$ cat src/rtl/fp_mul_normalize_round.sv
// Floating-point multiplier back end: normalizes, rounds and range-checks the raw
// mantissa product, then packs the result. FPM_ROUND_RNE_EN selects round-to-nearest-even; otherwise truncate.
module fp_mul_normalize_round #(
    parameter  int MANT_W   = 24,
    parameter  int EXP_BITS = 8,
    parameter  int EXP_W    = 10,
    localparam int RES_W    = EXP_BITS + MANT_W
) (
    input  logic                  clk,
    input  logic                  rst_n,
    input  logic                  in_valid,
    output logic                  in_ready,
    input  logic                  in_sign,
    input  logic [EXP_W-1:0]      in_exp,
    input  logic [2*MANT_W-1:0]   in_mant,
    input  logic                  in_zero,
    output logic                  out_valid,
    input  logic                  out_ready,
    output logic [RES_W-1:0]      out_result,
    output logic                  out_overflow,
    output logic                  out_underflow,
    output logic                  out_inexact
);
    localparam int XW = EXP_W + 1;
    localparam int FW = MANT_W - 1;
    localparam logic signed [XW-1:0] EXP_ONE  = XW'(1);
    localparam logic signed [XW-1:0] EXP_ZERO = '0;
    localparam logic signed [XW-1:0] EXP_MAX  = XW'((2 ** EXP_BITS) - 1);

    // Stage 1 registers: normalized fraction (hidden bit implied), guard/sticky, widened exponent.
    logic                  s1_valid_q;
    logic                  s1_sign_q, s1_zero_q, s1_illegal_q;
    logic                  s1_guard_q, s1_sticky_q;
    logic signed [XW-1:0]  s1_exp_q;
    logic [FW-1:0]         s1_frac_q;

    logic                  s1_illegal_d, s1_guard_d, s1_sticky_d;
    logic signed [XW-1:0]  s1_exp_d;
    logic [FW-1:0]         s1_frac_d;

    logic                  out_valid_q, ovf_q, unf_q, inx_q;
    logic [RES_W-1:0]      result_q;

    logic                  ovf_d, unf_d, inx_d;
    logic [RES_W-1:0]      result_d;
    logic signed [XW-1:0]  exp_r;
    logic [FW-1:0]         frac_r;

    logic s1_load, s2_adv;

    assign s2_adv   = s1_valid_q && (!out_valid_q || out_ready);
    assign in_ready = !s1_valid_q || s2_adv;
    assign s1_load  = in_valid && in_ready;

    always_comb begin
        s1_frac_d    = in_mant[2*MANT_W-2 -: FW];
        s1_guard_d   = in_mant[MANT_W-1];
        s1_sticky_d  = |in_mant[MANT_W-2:0];
        s1_exp_d     = {in_exp[EXP_W-1], in_exp} + EXP_ONE;
        s1_illegal_d = 1'b0;
        if (!in_mant[2*MANT_W-1]) begin
            s1_frac_d    = in_mant[2*MANT_W-3 -: FW];
            s1_guard_d   = in_mant[MANT_W-2];
            s1_sticky_d  = |in_mant[MANT_W-3:0];
            s1_exp_d     = {in_exp[EXP_W-1], in_exp};
            s1_illegal_d = !in_mant[2*MANT_W-2];
        end
    end

    always_ff @(posedge clk or negedge rst_n) begin
        if (!rst_n) begin
            s1_valid_q   <= 1'b0;
            s1_sign_q    <= 1'b0;
            s1_zero_q    <= 1'b0;
            s1_illegal_q <= 1'b0;
            s1_guard_q   <= 1'b0;
            s1_sticky_q  <= 1'b0;
            s1_exp_q     <= '0;
            s1_frac_q    <= '0;
        end else begin
            if (s1_load) begin
                s1_valid_q   <= 1'b1;
                s1_sign_q    <= in_sign;
                s1_zero_q    <= in_zero;
                s1_illegal_q <= s1_illegal_d;
                s1_guard_q   <= s1_guard_d;
                s1_sticky_q  <= s1_sticky_d;
                s1_exp_q     <= s1_exp_d;
                s1_frac_q    <= s1_frac_d;
            end else if (s2_adv) begin
                s1_valid_q   <= 1'b0;
            end
        end
    end

`ifdef FPM_ROUND_RNE_EN
    logic          round_up;
    logic [FW:0]   frac_inc;
    assign round_up = s1_guard_q && (s1_sticky_q || s1_frac_q[0]);
    assign frac_inc = {1'b0, s1_frac_q} + {{FW{1'b0}}, 1'b1};
`endif

    always_comb begin
        frac_r = s1_frac_q;
        exp_r  = s1_exp_q;
`ifdef FPM_ROUND_RNE_EN
        // A carry out of the all-ones fraction renormalizes to 1.0 with the next exponent.
        if (round_up) begin
            if (frac_inc[FW]) begin
                frac_r = '0;
                exp_r  = s1_exp_q + EXP_ONE;
            end else begin
                frac_r = frac_inc[FW-1:0];
            end
        end
`endif
        result_d = {s1_sign_q, exp_r[EXP_BITS-1:0], frac_r};
        ovf_d    = 1'b0;
        unf_d    = 1'b0;
        inx_d    = s1_guard_q || s1_sticky_q;
        if (s1_zero_q) begin
            result_d = {s1_sign_q, {(RES_W-1){1'b0}}};
            inx_d    = 1'b0;
        end else if (s1_illegal_q) begin
            result_d = {s1_sign_q, {(RES_W-1){1'b0}}};
            unf_d    = 1'b1;
            inx_d    = 1'b1;
        end else if (exp_r >= EXP_MAX) begin
`ifdef FPM_ROUND_RNE_EN
            result_d = {s1_sign_q, {EXP_BITS{1'b1}}, {FW{1'b0}}};
`else
            result_d = {s1_sign_q, {(EXP_BITS-1){1'b1}}, 1'b0, {FW{1'b1}}};
`endif
            ovf_d    = 1'b1;
            inx_d    = 1'b1;
        end else if (exp_r <= EXP_ZERO) begin
            result_d = {s1_sign_q, {(RES_W-1){1'b0}}};
            unf_d    = 1'b1;
            inx_d    = 1'b1;
        end
    end

    always_ff @(posedge clk or negedge rst_n) begin
        if (!rst_n) begin
            out_valid_q <= 1'b0;
            result_q    <= '0;
            ovf_q       <= 1'b0;
            unf_q       <= 1'b0;
            inx_q       <= 1'b0;
        end else begin
            if (s2_adv) begin
                out_valid_q <= 1'b1;
                result_q    <= result_d;
                ovf_q       <= ovf_d;
                unf_q       <= unf_d;
                inx_q       <= inx_d;
            end else if (out_ready) begin
                out_valid_q <= 1'b0;
            end
        end
    end

    assign out_valid     = out_valid_q;
    assign out_result    = result_q;
    assign out_overflow  = ovf_q;
    assign out_underflow = unf_q;
    assign out_inexact   = inx_q;
endmodule

$ cat config.mk
export PLATFORM = sky130hd
export DESIGN_NAME = fp_mul_normalize_round
export DESIGN_NICKNAME = d
export VERILOG_FILES = /design/src/rtl/fp_mul_normalize_round.sv
export SDC_FILE = /design/constraint.sdc
export NUM_CORES = 1
export LEC_CHECK = 0
export ABC_AREA = 1
export CORE_UTILIZATION = 51
export CTS_CLUSTER_DIAMETER = 80
export DETAILED_ROUTE_END_ITERATION = 10
export PLACE_DENSITY_LB_ADDON = 0.08
export SYNTH_ARGS = -nofsm -noshare
export SYNTH_HDL_FRONTEND = slang
export SYNTH_SLANG_ARGS = --single-unit
$ cat constraint.sdc
create_clock -name clk -period 3.26 [get_ports clk]
set_input_delay 0.652 -clock clk [delete_from_list [all_inputs] [get_ports clk]]
set_output_delay 0.652 -clock clk [all_outputs]
set_load 0.005 [all_outputs]
==> summary.txt, run 1 <==
Synthesis
  – Yosys top cell by area: dfrtp_1
  – Ys async rst share: 100.0%
  – Syn Nets: 504
  – Number of enable flip-flop cells after synthesis: 0
  – Mapped cell area: 3552 µm²
  – Main flop type after synthesis: dfrtp_1
  – Post-synthesis sequential area ratio: 53.54%
  – Gate Count Post-Synth: 439
  – Count leader, synth: nand2_1
  – Avg Cell Area, Syn: 8.091 µm²
  – Post-synth top area share: 53.54%
  – Top cells by area, synth: dfrtp_1, nand2_1, nand3_1
  – Synth unique cells: 26
  – Yosys Warn Count: 0
  – Synth Register Bits: 76
  – Post-synth top cells: nand2_1, dfrtp_1, nand3_1

Place
  – Dpl cells: 599
  – Area after DPL: 4564 µm²
  – Hpwl dp: 5642 µm
  – Port Buffers: 100
  – Gp weighted congestion: 0.8817
  – DP Worst Slack: 0.6465 ns

Worst setup path
  – Worst setup SP type: primary input
  – Worst-path maximum fanout: 3
  – R2R Path End: frac_r[11]
  – WP data arrival: 1.74 ns
  – Kind of critical path: in2out
  – CP required: 2.61 ns
  – Worst r2r path cells: 6
  – R2r startpoint: out_valid
  – Worst setup path startpoint: out_ready
  – Critical Path End: in_ready
  – Flop-to-flop setup slack: 1.37 ns
  – Worst Setup End Kind: output pin

Power and ir drop
  – Power per cell area: 614.7 nW/µm²
  – Leakage: 0.002155 µW
  – Worst vdd ir: 0.3206 mV

Routing
  – Number of detailed-route iterations in the first pass: 4
  – # DRC: 0
  – Iteration-0 DRC Markers: 197
  – DR vias/cell: 5.319
  – Vias: 3271
  – Routed WL per cell: 13.37 µm
  – ANT nets after route: 0
  – DRT Wirelength: 8224 µm

Floorplan
  – Initial Util: 52.57%
  – Die height: 85.46 µm
  – Row count: 30
  – Die Footprint: 7303 µm²
  – I/O pins: 101
  – Chip Width: 85.46 µm
  – Core area: 6756 µm²

STA
  – Setup violators final: 0
  – Unrepaired setup endpoints after global routing: false
  – Fin. Hold Viols: 0
  – Least-Margin Pin Slew: 0.9176 ns
  – Clk_skew: 0.01128 ns
  – Worst rel slew slack: 38.83%
  – Slew Viols, Final: 0
  – Setup WS post-layout: 0.8662 ns
  – Final cycle utilization of the critical path: 73.43%
  – Period minus WS final: 2.394 ns
  – Setup TNS: 0 ns
  – Highest Clock Rate: 417.8 MHz

GRT
  – Gr usage total: 24.00%
  – Initial antenna violation count: 0
  – Total grt overflow: 0
  – First-pass GRT wire length: 13610 µm
  – Vias in the first global route: 2942
  – Pin count of the biggest net entering global routing: 77

Clock tree
  – Max Root-Sink Buffers: 2
  – CTS-repair resized insts: 0
  – Clk_lat worst skew: 0.35 ns
  – CTS Root Cell: clkbuf_8
  – Clk sinks: 76
  – H-tree Lvls: 3
  – CTS tree: done
  – Postcts setup bufs: 0
  – Clk pin slew, worst setup/hold paths: 0.08 ns
  – Hold bufs inserted after CTS: 0
  – Cts bufs inserted: 9

Finish
  – Diode count: 0
  – NumNets Final: 595
  – Synth-to-Final Area Change: 33.89%
  – Layout cells sized above 1: 6.355%
  – Number of flip-flops under the largest register name: 32
  – Fin cells: 615
  – Fin area: 4756 µm²

Run status
  – Outcome: finished, final reports clean

Job
  – Max_cap viols: 0

Hold path
  – Min-delay worst type: in2async
==> routing by layer <==
layer  track usage, %  up-vias  wire length [µm]
met5                0        -                 0
met4            10.30        0               130
met3            3.891       12               585
met2            37.60      127              3767
met1            33.29     1501              3741
li1                 -     1631                 -
==> cells in the final DEF (no fill, tap or decap) <==
cell type,n
a21oi_1,4
a21oi_2,1
a31oi_1,24
and2_1,1
buf_4,7
bufinv_16,1
clkbuf_1,1
clkbuf_8,9
clkdlybuf4s50_1,99
clkinv_1,1
clkinv_2,2
clkinvlp_4,2
dfrtp_1,76
ha_1,1
inv_1,12
inv_2,2
inv_6,1
nand2_1,139
nand2_2,1
nand3_1,67
nand3_2,2
nand4_1,3
nor2_1,50
nor3_1,4
nor3_4,1
o21ai_0,11
o21ai_1,4
o31ai_1,2
or2_2,5
xor2_1,2
==> worst min-delay path by stage <==
| stage | from | to | slack, ns |
|---|---|---|---|
| floorplan | rst_n | exp_r[0] | 0.36 |
| global placement | out_overflow | out_overflow | 0.46 |
| detailed placement | out_inexact | out_inexact | 0.47 |
| CTS | rst_n | out_overflow | 0.47 |
| global route | out_result[17] | out_result[17] | 0.51 |
| finish | rst_n | out_overflow | 0.44 |
==> cell type report <==
cell class / instances / area, µm²
Clock inverter: 6 / 63.81
Inverter: 15 / 56.30
Timing Repair Buffer: 106 / 1044
Clock buffer: 10 / 127.6
Fill cell: 555 / 2001
Multi-Input combinational cell: 322 / 1463
Sequential cell: 76 / 1902
Tap cell: 80 / 100.1
==> critical path, stage by stage <==
cell and delay, ns:
clkdlybuf4s50_1 0.45, inv_1 0.05, nand3_2 0.09, clkdlybuf4s50_1 0.50
==> report_power, final <==
| part | switching, µW | total [µW] | internal (µW) |
|---|---|---|---|
| Clock | 357 | 711 | 354 |
| Sequential | 148 | 1330 | 1180 |
| Combinational | 374 | 880 | 505 |
==> cell families after synthesis <==
family / synth area share (%)
DFF: 53.54
xor gates and xnor gates: 0.4932
AOI/OAI and AO/OA: 7.573
and+or+nand+nor: 32.76
adders and majority gates: 0.3522
buffers and inverters: 5.284
==> per-stage QoR <==
stage	utilization (%)	hold WS, ns	total power, µW
2_1_floorplan	-	0.3564	1710
3_3_place_gp	67.56	0.4624	2206
3_5_place_dp	67.56	0.4687	2231
4_1_cts	70.39	0.4711	2936
5_1_grt	70.39	0.5143	3102
6_report	70.39	0.4389	2924
Note: power is estimated with default switching activity, not from simulation.
==> run 2, diff against run 1 <==
--- a/config.mk
+++ b/config.mk
@@ -6,7 +6,7 @@
 export NUM_CORES = 1
 export LEC_CHECK = 0
 export ABC_AREA = 1
-export CORE_UTILIZATION = 51
+export CORE_UTILIZATION = 43
 export CTS_CLUSTER_DIAMETER = 80
 export DETAILED_ROUTE_END_ITERATION = 10
 export PLACE_DENSITY_LB_ADDON = 0.08
==> constraint.sdc (replaced) <==
create_clock -name clk -period 2.2 [get_ports clk]
set_input_delay 0.44 -clock clk [delete_from_list [all_inputs] [get_ports clk]]
set_output_delay 0.44 -clock clk [all_outputs]
set_load 0.005 [all_outputs]
==> run 2 against run 1 <==
  * Clock skew increased by 0.0030 ns
  * Via count about the same
  * Sequential power up 48%
  * Wire length up 4.4%
  * Total power grew 49%
  * Critical path type unchanged
  * Critical endpoint unchanged
  * Largest power group unchanged
  * Highest routed layer unchanged
==> summary.txt, run 2 (same netlist as run 1, synthesis figures left out) <==
STA
  – Highest Clock Rate: 504.6 MHz
  – Least-Margin Pin Slew: 0.4951 ns
  – Setup violators final: 0
  – Setup TNS: 0 ns
  – Period minus WS final: 1.982 ns
  – Setup WS post-layout: 0.2184 ns
  – Final cycle utilization of the critical path: 90.07%
  – Unrepaired setup endpoints after global routing: false
  – Fin. Hold Viols: 0
  – Slew Viols, Final: 0
  – Worst rel slew slack: 66.99%
  – Final hold slack: 0.05230 ns
  – Clk_skew: 0.01424 ns

Job
  – Max_cap viols: 0

GRT
  – Pin count of the biggest net entering global routing: 40
  – First-pass GRT wire length: 14540 µm
  – Gr usage total: 21.67%
  – Total grt overflow: 0
  – Vias in the first global route: 3063
  – Initial antenna violation count: 0

Power and ir drop
  – P_int: 3076 µW
  – Power share of the sequential group: 45.2%
  – Power per cell area: 898.4 nW/µm²
  – Combinational fraction of design power: 30.4%
  – Leakage: 0.002197 µW
  – Final Power: 4365 µW
  – Clk pwr share: 24.4%
  – NetSw: 1288 µW
  – Switch share: 29.52%
  – Worst vdd ir: 0.3375 mV

Floorplan
  – Die height: 92.89 µm
  – Chip Width: 92.89 µm
  – Core area: 7848 µm²
  – I/O pins: 101
  – Initial Util: 45.26%
  – Die Footprint: 8629 µm²
  – Row count: 32

Worst setup path
  – R2r startpoint: exp_r[9]
  – CP required: 1.76 ns
  – WP data arrival: 1.54 ns
  – Worst Setup End Kind: output pin
  – Kind of critical path: in2out
  – Worst setup path startpoint: out_ready
  – Worst setup SP type: primary input
  – Worst-path maximum fanout: 3

Clock tree
  – Hold bufs inserted after CTS: 0
  – CTS-repair resized insts: 0
  – Clk sinks: 76
  – Cts bufs inserted: 9
  – CTS tree: done
  – CTS Root Cell: clkbuf_8
  – H-tree Lvls: 3
  – Clk pin slew, worst setup/hold paths: 0.08 ns
  – Max Root-Sink Buffers: 2
  – Postcts setup bufs: 0
  – Clk_lat worst skew: 0.35 ns

Finish
  – NumNets Final: 602
  – Highest-count cells in the layout ignoring fill and taps: nand2_1, clkdlybuf4s50_1, dfrtp_1
  – Synth-to-Final Area Change: 36.77%
  – Final cell utilization of the core: 61.91%
  – Layout cells sized above 1: 7.749%
  – Diode count: 0
  – Most common cell after layout, fill and taps aside: nand2_1
  – Number of flip-flops under the largest register name: 32

Routing
  – Number of detailed-route iterations in the first pass: 4
  – Routed WL per cell: 13.33 µm
  – DRT Wirelength: 8585 µm
  – ANT nets after route: 0
  – Vias: 3272
  – # DRC: 0
  – Iteration-0 DRC Markers: 167
  – DR vias/cell: 5.081

Place
  – DP Worst Slack: 0.2180 ns
  – Gp weighted congestion: 0.8117
  – Hpwl dp: 6159 µm
  – Port Buffers: 100

Run status
  – Outcome: finished, final reports clean

Hold path
  – Min-delay worst type: in2async
## run 2: critical path: stages
cell and delay [ns]:
clkdlybuf4s50_1 0.46, inv_1 0.06, nand3_2 0.08, clkdlybuf4s50_1 0.50
## run 2: power by group through the flow
stage	logic (µW)	registers [µW]	clock network, µW
floorplan	546	1990	0
global placement	1320	2000	0
detailed placement	1340	2000	0
CTS	1350	1980	1090
global route	1470	2020	1150
finish	1330	1970	1070
## run 2: worst paths after layout
kind	to	slack, ns	depth (start not counted)
setup reg to reg	out_result[8]	0.75	7
hold reg to reg	out_result[31]	0.49	2
max in group asynchronous	exp_r[6]	1.50	2
min in group clk	out_result[31]	0.49	2
setup / recovery	in_ready	0.22	4
hold / removal	out_result[25]	0.05	1
## run 2: final cells by class
class	count	area, µm²
tap	102	127.6
fill	741	2989
inverter	15	56.30
clock inverter	6	63.81
timing repair buffer	113	1109
clock buffer	10	137.6
multi-input combinational	322	1463
sequential	76	1902
## run 2: metal layers
metal	track usage (%)	up-vias	routed length, µm
li1	-	1643	-
met1	30.37	1517	4046
met2	33.82	108	3932
met3	4.680	4	543
met4	6.154	0	62
met5	0	-	0
## run 2: per-stage QoR
stage               instances  area, µm²
floorplan                 439       3552
global placement          628       4657
detailed placement        628       4657
CTS                       644       4858
global route              644       4858
finish                    644       4858
==> run 3, diff against run 2 <==
--- a/config.mk
+++ b/config.mk
@@ -6,7 +6,7 @@
 export NUM_CORES = 1
 export LEC_CHECK = 0
 export ABC_AREA = 1
-export CORE_UTILIZATION = 43
+export CORE_UTILIZATION = 51
 export CTS_CLUSTER_DIAMETER = 80
 export DETAILED_ROUTE_END_ITERATION = 10
 export PLACE_DENSITY_LB_ADDON = 0.08
==> constraint.sdc (replaced) <==
create_clock -name clk -period 2.38 [get_ports clk]
set_input_delay 0.476 -clock clk [delete_from_list [all_inputs] [get_ports clk]]
set_output_delay 0.476 -clock clk [all_outputs]
set_load 0.05 [all_outputs]
==> run 3 against run 2 <==
  * Clock skew decreased by 0.0056 ns
  * Final area decreased by 1.1%
  * Flip-flop and latch count unchanged
  * Die area decreased by 15%
  * Via count increased by 2.1%
  * Sequential power decreased by 7%
  * Worst hold slack improved by 0.016 ns
==> summary.txt, run 3 (same netlist as run 1, synthesis figures left out) <==
GRT
  – Total grt overflow: 0
  – Initial antenna violation count: 0
  – First-pass GRT wire length: 14000 µm
  – Vias in the first global route: 3045
  – Gr usage total: 24.54%
  – Pin count of the biggest net entering global routing: 44

Worst setup path
  – Kind of critical path: reg2reg
  – Worst Setup End Kind: register
  – Worst setup SP type: register
  – CP required: 2.64 ns
  – Worst-path maximum fanout: 30
  – WP data arrival: 2.37 ns

Floorplan
  – I/O pins: 101
  – Initial Util: 52.57%
  – Core area: 6756 µm²
  – Die height: 85.46 µm
  – Die Footprint: 7303 µm²
  – Chip Width: 85.46 µm
  – Row count: 30

STA
  – Clk_skew: 0.008664 ns
  – Fin. Hold Viols: 0
  – Period minus WS final: 2.107 ns
  – Final cycle utilization of the critical path: 88.53%
  – Setup WS post-layout: 0.2729 ns
  – Worst rel slew slack: 10.19%
  – Highest Clock Rate: 474.6 MHz
  – Least-Margin Pin Slew: 1.347 ns
  – Slew Viols, Final: 0
  – Setup TNS: 0 ns
  – Setup violators final: 0
  – Unrepaired setup endpoints after global routing: false

Finish
  – Fin cells: 617
  – NumNets Final: 597
  – Layout cells sized above 1: 6.890%
  – Most common cell after layout, fill and taps aside: nand2_1
  – Highest-count cells in the layout ignoring fill and taps: nand2_1, clkdlybuf4s50_1, dfrtp_1
  – Number of flip-flops under the largest register name: 32
  – Synth-to-Final Area Change: 35.29%
  – Diode count: 0
  – Fill cells: 524

Run status
  – Outcome: finished, final reports clean

Routing
  – DRT Wirelength: 8318 µm
  – # DRC: 0
  – Vias: 3340
  – Number of detailed-route iterations in the first pass: 4
  – ANT nets after route: 0
  – DR vias/cell: 5.413
  – Routed WL per cell: 13.48 µm
  – Iteration-0 DRC Markers: 204

Clock tree
  – Max Root-Sink Buffers: 2
  – CTS-repair resized insts: 0
  – Cts bufs inserted: 9
  – Clk_lat worst skew: 0.35 ns
  – H-tree Lvls: 3
  – Hold bufs inserted after CTS: 0
  – CTS tree: done
  – Clk pin slew, worst setup/hold paths: 0.08 ns
  – Postcts setup bufs: 0
  – Clk sinks: 76
  – CTS Root Cell: clkbuf_8

Place
  – Hpwl dp: 5875 µm
  – DP Worst Slack: 0.05720 ns
  – Gp weighted congestion: 0.8473
  – Port Buffers: 100
  – Dpl cells: 601

Power and ir drop
  – Worst vdd ir: 0.4936 mV
  – Leakage: 0.002179 µW
  – Power per cell area: 1006 nW/µm²
  – Final Power: 4833 µW

Job
  – Max_cap viols: 0

Hold path
  – Min-delay worst type: in2async
run 3: worst paths after layout:
| path | from | to | slack [ns] | cells past startpoint |
|---|---|---|---|---|
| setup / recovery | exp_r[10] | out_result[11] | 0.27 | 6 |
| hold / removal | rst_n | out_overflow | 0.07 | 1 |
| setup reg to reg | exp_r[10] | out_result[11] | 0.27 | 6 |
| hold reg to reg | out_result[23] | out_result[23] | 0.48 | 2 |
| max in group asynchronous | rst_n | frac_r[16] | 1.73 | 2 |
| min in group clk | out_result[23] | out_result[23] | 0.48 | 2 |
run 3: layout make-up:
| cell class | instances | area [µm²] | area share, % |
|---|---|---|---|
| Tap cell | 80 | 100.1 | 2.083 |
| Multi-Input combinational cell | 322 | 1463 | 30.43 |
| Sequential cell | 76 | 1902 | 39.57 |
| Inverter | 15 | 56.30 | 1.172 |
| Clock inverter | 6 | 63.81 | 1.328 |
| Timing Repair Buffer | 108 | 1094 | 22.75 |
| Clock buffer | 10 | 127.6 | 2.656 |
run 3: layer usage:
| layer | vias up | wire length, µm | global-route usage, % |
|---|---|---|---|
| met2 | 135 | 3913 | 38.40 |
| met5 | - | 0 | 0 |
| met4 | 0 | 72 | 7.879 |
| met1 | 1557 | 3769 | 34.77 |
| li1 | 1639 | - | - |
| met3 | 9 | 562 | 4.669 |
run 3: per-stage QoR:
| stage | utilization (%) | cell area (µm²) | hold WS [ns] |
|---|---|---|---|
| detailed placement | 68.30 | 4614 | 0.4629 |
| CTS | 71.13 | 4806 | 0.07722 |
| finish | 71.13 | 4806 | 0.06862 |
| floorplan | - | 3552 | 0.1804 |
| global placement | 68.30 | 4614 | 0.4526 |
| global route | 71.13 | 4806 | 0.09105 |
run 3: where the power goes:
part           leakage, µW  internal [µW]  switching (µW)
clock network    0.0000927            485             486
registers         0.000916           1620             212
logic              0.00117            707            1320
run 3: critical path, cell delays in order (launching register included):
cell and delay, ns:
dfrtp_1 0.39, inv_2 0.09, nand2_1 0.09, nor2_1 0.07
a21oi_2 1.04, nand3_1 0.19, nand3_1 0.15
==> variant: new RTL, settings of run 3 <==
Add a define of `FPM_ROUND_RNE_EN`.
--- a/src/rtl/fp_mul_normalize_round.sv
+++ b/src/rtl/fp_mul_normalize_round.sv
@@ -1,5 +1,7 @@
 // Floating-point multiplier back end: normalizes, rounds and range-checks the raw
 // mantissa product, then packs the result. FPM_ROUND_RNE_EN selects round-to-nearest-even; otherwise truncate.
+`define FPM_ROUND_RNE_EN
+
 module fp_mul_normalize_round #(
     parameter  int MANT_W   = 24,
     parameter  int EXP_BITS = 8,
Function: changed (a bounded check fails within 4 cycles, from zero or initial values and one cycle with rst_n low).
==> variant against run 3 <==
The flow now finishes with violations (design-rule violations); worst setup slack worse by 150 ps; routed wire length grew 49%; synthesized area grew 32%; cell count is 44% higher; total power decreased by 3.9%; count of clock-buffer cells in the layout rose by 2; largest cell class is now multi-input gates; sequential cell count unchanged; design area grew 32%; non-clock buffer count is 30 higher.
==> variant: results (changes against run 3) <==
DRC errors left: 9 (was 0)
share of layout cells above drive strength 1: 13.9% (was 6.89%)
syn avg cell area: 7.27 sq um (was 8.09 sq um)
clk buf depth: 2 (unchanged)
synth top area cells: dfrtp_1 41%, nand2_1 18%, nor2_1 4.6% (was dfrtp_1 54%, nand2_1 15%, nand3_1 9.4%)
Seq/Total Area, Yosys: 40.6% (was 53.5%)
max-slew headroom at the worst pin: 64.7% (was 10.2%)
worst vdd ir: 417 uV (was 494 uV)
DR vias: 4,710 (was 3,340)
Post-Layout Cell Count: 887 (was 617)
dpl hpwl: 9.62 mm (was 5.87 mm)
GRT Resource Usage Total: 26.7% (was 24.5%)
first-pass GRT wire length: 20.6 mm (was 14.0 mm)
nets: 841 (was 597)
Min-Delay Path Class: in2async (unchanged)
vias in the first global route: 4,277 (was 3,045)
Starting DRT DRC Count: 293 (was 204)
fraction of registers with async set/reset: 100% (unchanged)
# diodes: 0 (unchanged)
number of unique standard cell types used by synthesis: 37 (was 26)
met3 Use GR: 3.29% (was 4.67%)
dpl cell area: 5930 sq um (was 4610 sq um)
Avg Vias per Cell: 5.31 (was 5.41)
violations in the final reports: design-rule violations
htree depth: 3 (unchanged)
worst slack at placement: 97.8 ps (was 57.2 ps)
most frequent cells after synthesis: 227 x nand2_1, 76 x dfrtp_1, 57 x nor2_1, 55 x inv_1, 40 x nand3_1 (was 139 x nand2_1, 76 x dfrtp_1, 67 x nand3_1, 50 x nor2_1, 24 x a31oi_1)
max reg flops: 32 (unchanged)
placed insts: 856 (was 601)
Worst path max stage delay: 430 ps (was 1040 ps)
Routed WL: 12.4 mm (was 8.32 mm)
Clock Skew: 11.0 ps (was 8.66 ps)
Crit path max-delay family: simple AND/OR/NAND/NOR gates (was compound AO/OA/AOI/OAI gates)
Worst-path clk slew: 80 ps (about the same)
met1 track demand over resource: 39.6% (was 34.8%)
register cell area after layout: 1910 sq um (was 1900 sq um)
Placer Congestion: 0.890 (was 0.847)
drt pass-1 iters: 8 (was 4)
status: finished with violations (was complete, no violations)
crit-path max FO: 8 (was 30)
Synthesized Nets: 712 (was 504)
Slowest-stage cell, CP: dfrtp_1 (was a21oi_2)
Fillers: 717 (was 524)
Net Switching: 1.84 mW (was 2.02 mW)
leakage power: 3.05 nW (was 2.18 nW)
Clk Latency, worst-skew pair: 340 ps
pin count of the biggest net entering global routing: 77 (was 44)
Crit path arrival time: 2490 ps (was 2370 ps)
Primary FF master, synth: dfrtp_1 (unchanged)
cts bufs inserted: 9 (unchanged)
root buffer cell: clkbuf_8 (unchanged)
Synth Warn #: 0 (unchanged)
M2 GR Usage: 41.7% (was 38.4%)
-- variant: timing repair --
action | 4_1_cts | 5_1_grt
resized for setup | 0 | 15
setup endpoints to repair | 0 | 33
setup buffers | 0 | 15
-- variant: final cells by class --
class	count	share of cell area, %
Multi-Input combinational cell	488	39.7
Sequential cell	76	30.1
Timing Repair Buffer	138	21.0
Inverter	61	3.62
Clock buffer	12	2.29
Tap cell	108	2.13
Clock inverter	4	1.15
-- variant: kinds of logic (layout without fill, tap and decap cells) --
group	Yosys count	count (layout)	synth area share [%]
AOI/OAI and AO/OA	57	57	7.28
xor gates and xnor gates	19	19	3.55
adders and majority gates	3	3	0.801
buffers and inverters	81	215	6.91
DFF	76	76	40.6
muxes	1	1	0.213
and+or+nand+nor	408	408	40.7
-- variant: power groups by stage --
stage	clock network, mW	registers [mW]	logic (mW)
final	1.08	1.70	1.87
after global routing	1.15	1.73	2.02
after CTS	1.09	1.69	1.81
after detailed placement	0	1.72	1.80
after global placement	0	1.70	1.77
after floorplan	0	2.12	0.722
-- variant: per-layer routing --
| metal | up-vias | share of wire, % | wire [um] |
|---|---|---|---|
| met5 | - | 0 | 0 |
| met4 | 0 | 1.1 | 138 |
| met2 | 158 | 45 | 5560 |
| li1 | 2357 | - | - |
| met3 | 12 | 5.5 | 688 |
| met1 | 2183 | 49 | 6040 |
-- variant: final timing paths --
path,start,endpoint,slack [ps],cells after the start
max,s1_frac_q[9],out_result[10],120,15
min,rst_n,out_result[31],140,2
max reg2reg,s1_frac_q[9],out_result[10],120,15
min reg2reg,out_result[22],out_result[22],480,2
max in group asynchronous,rst_n,s1_frac_q[5],1870,2
min in group clk,out_result[22],out_result[22],480,2
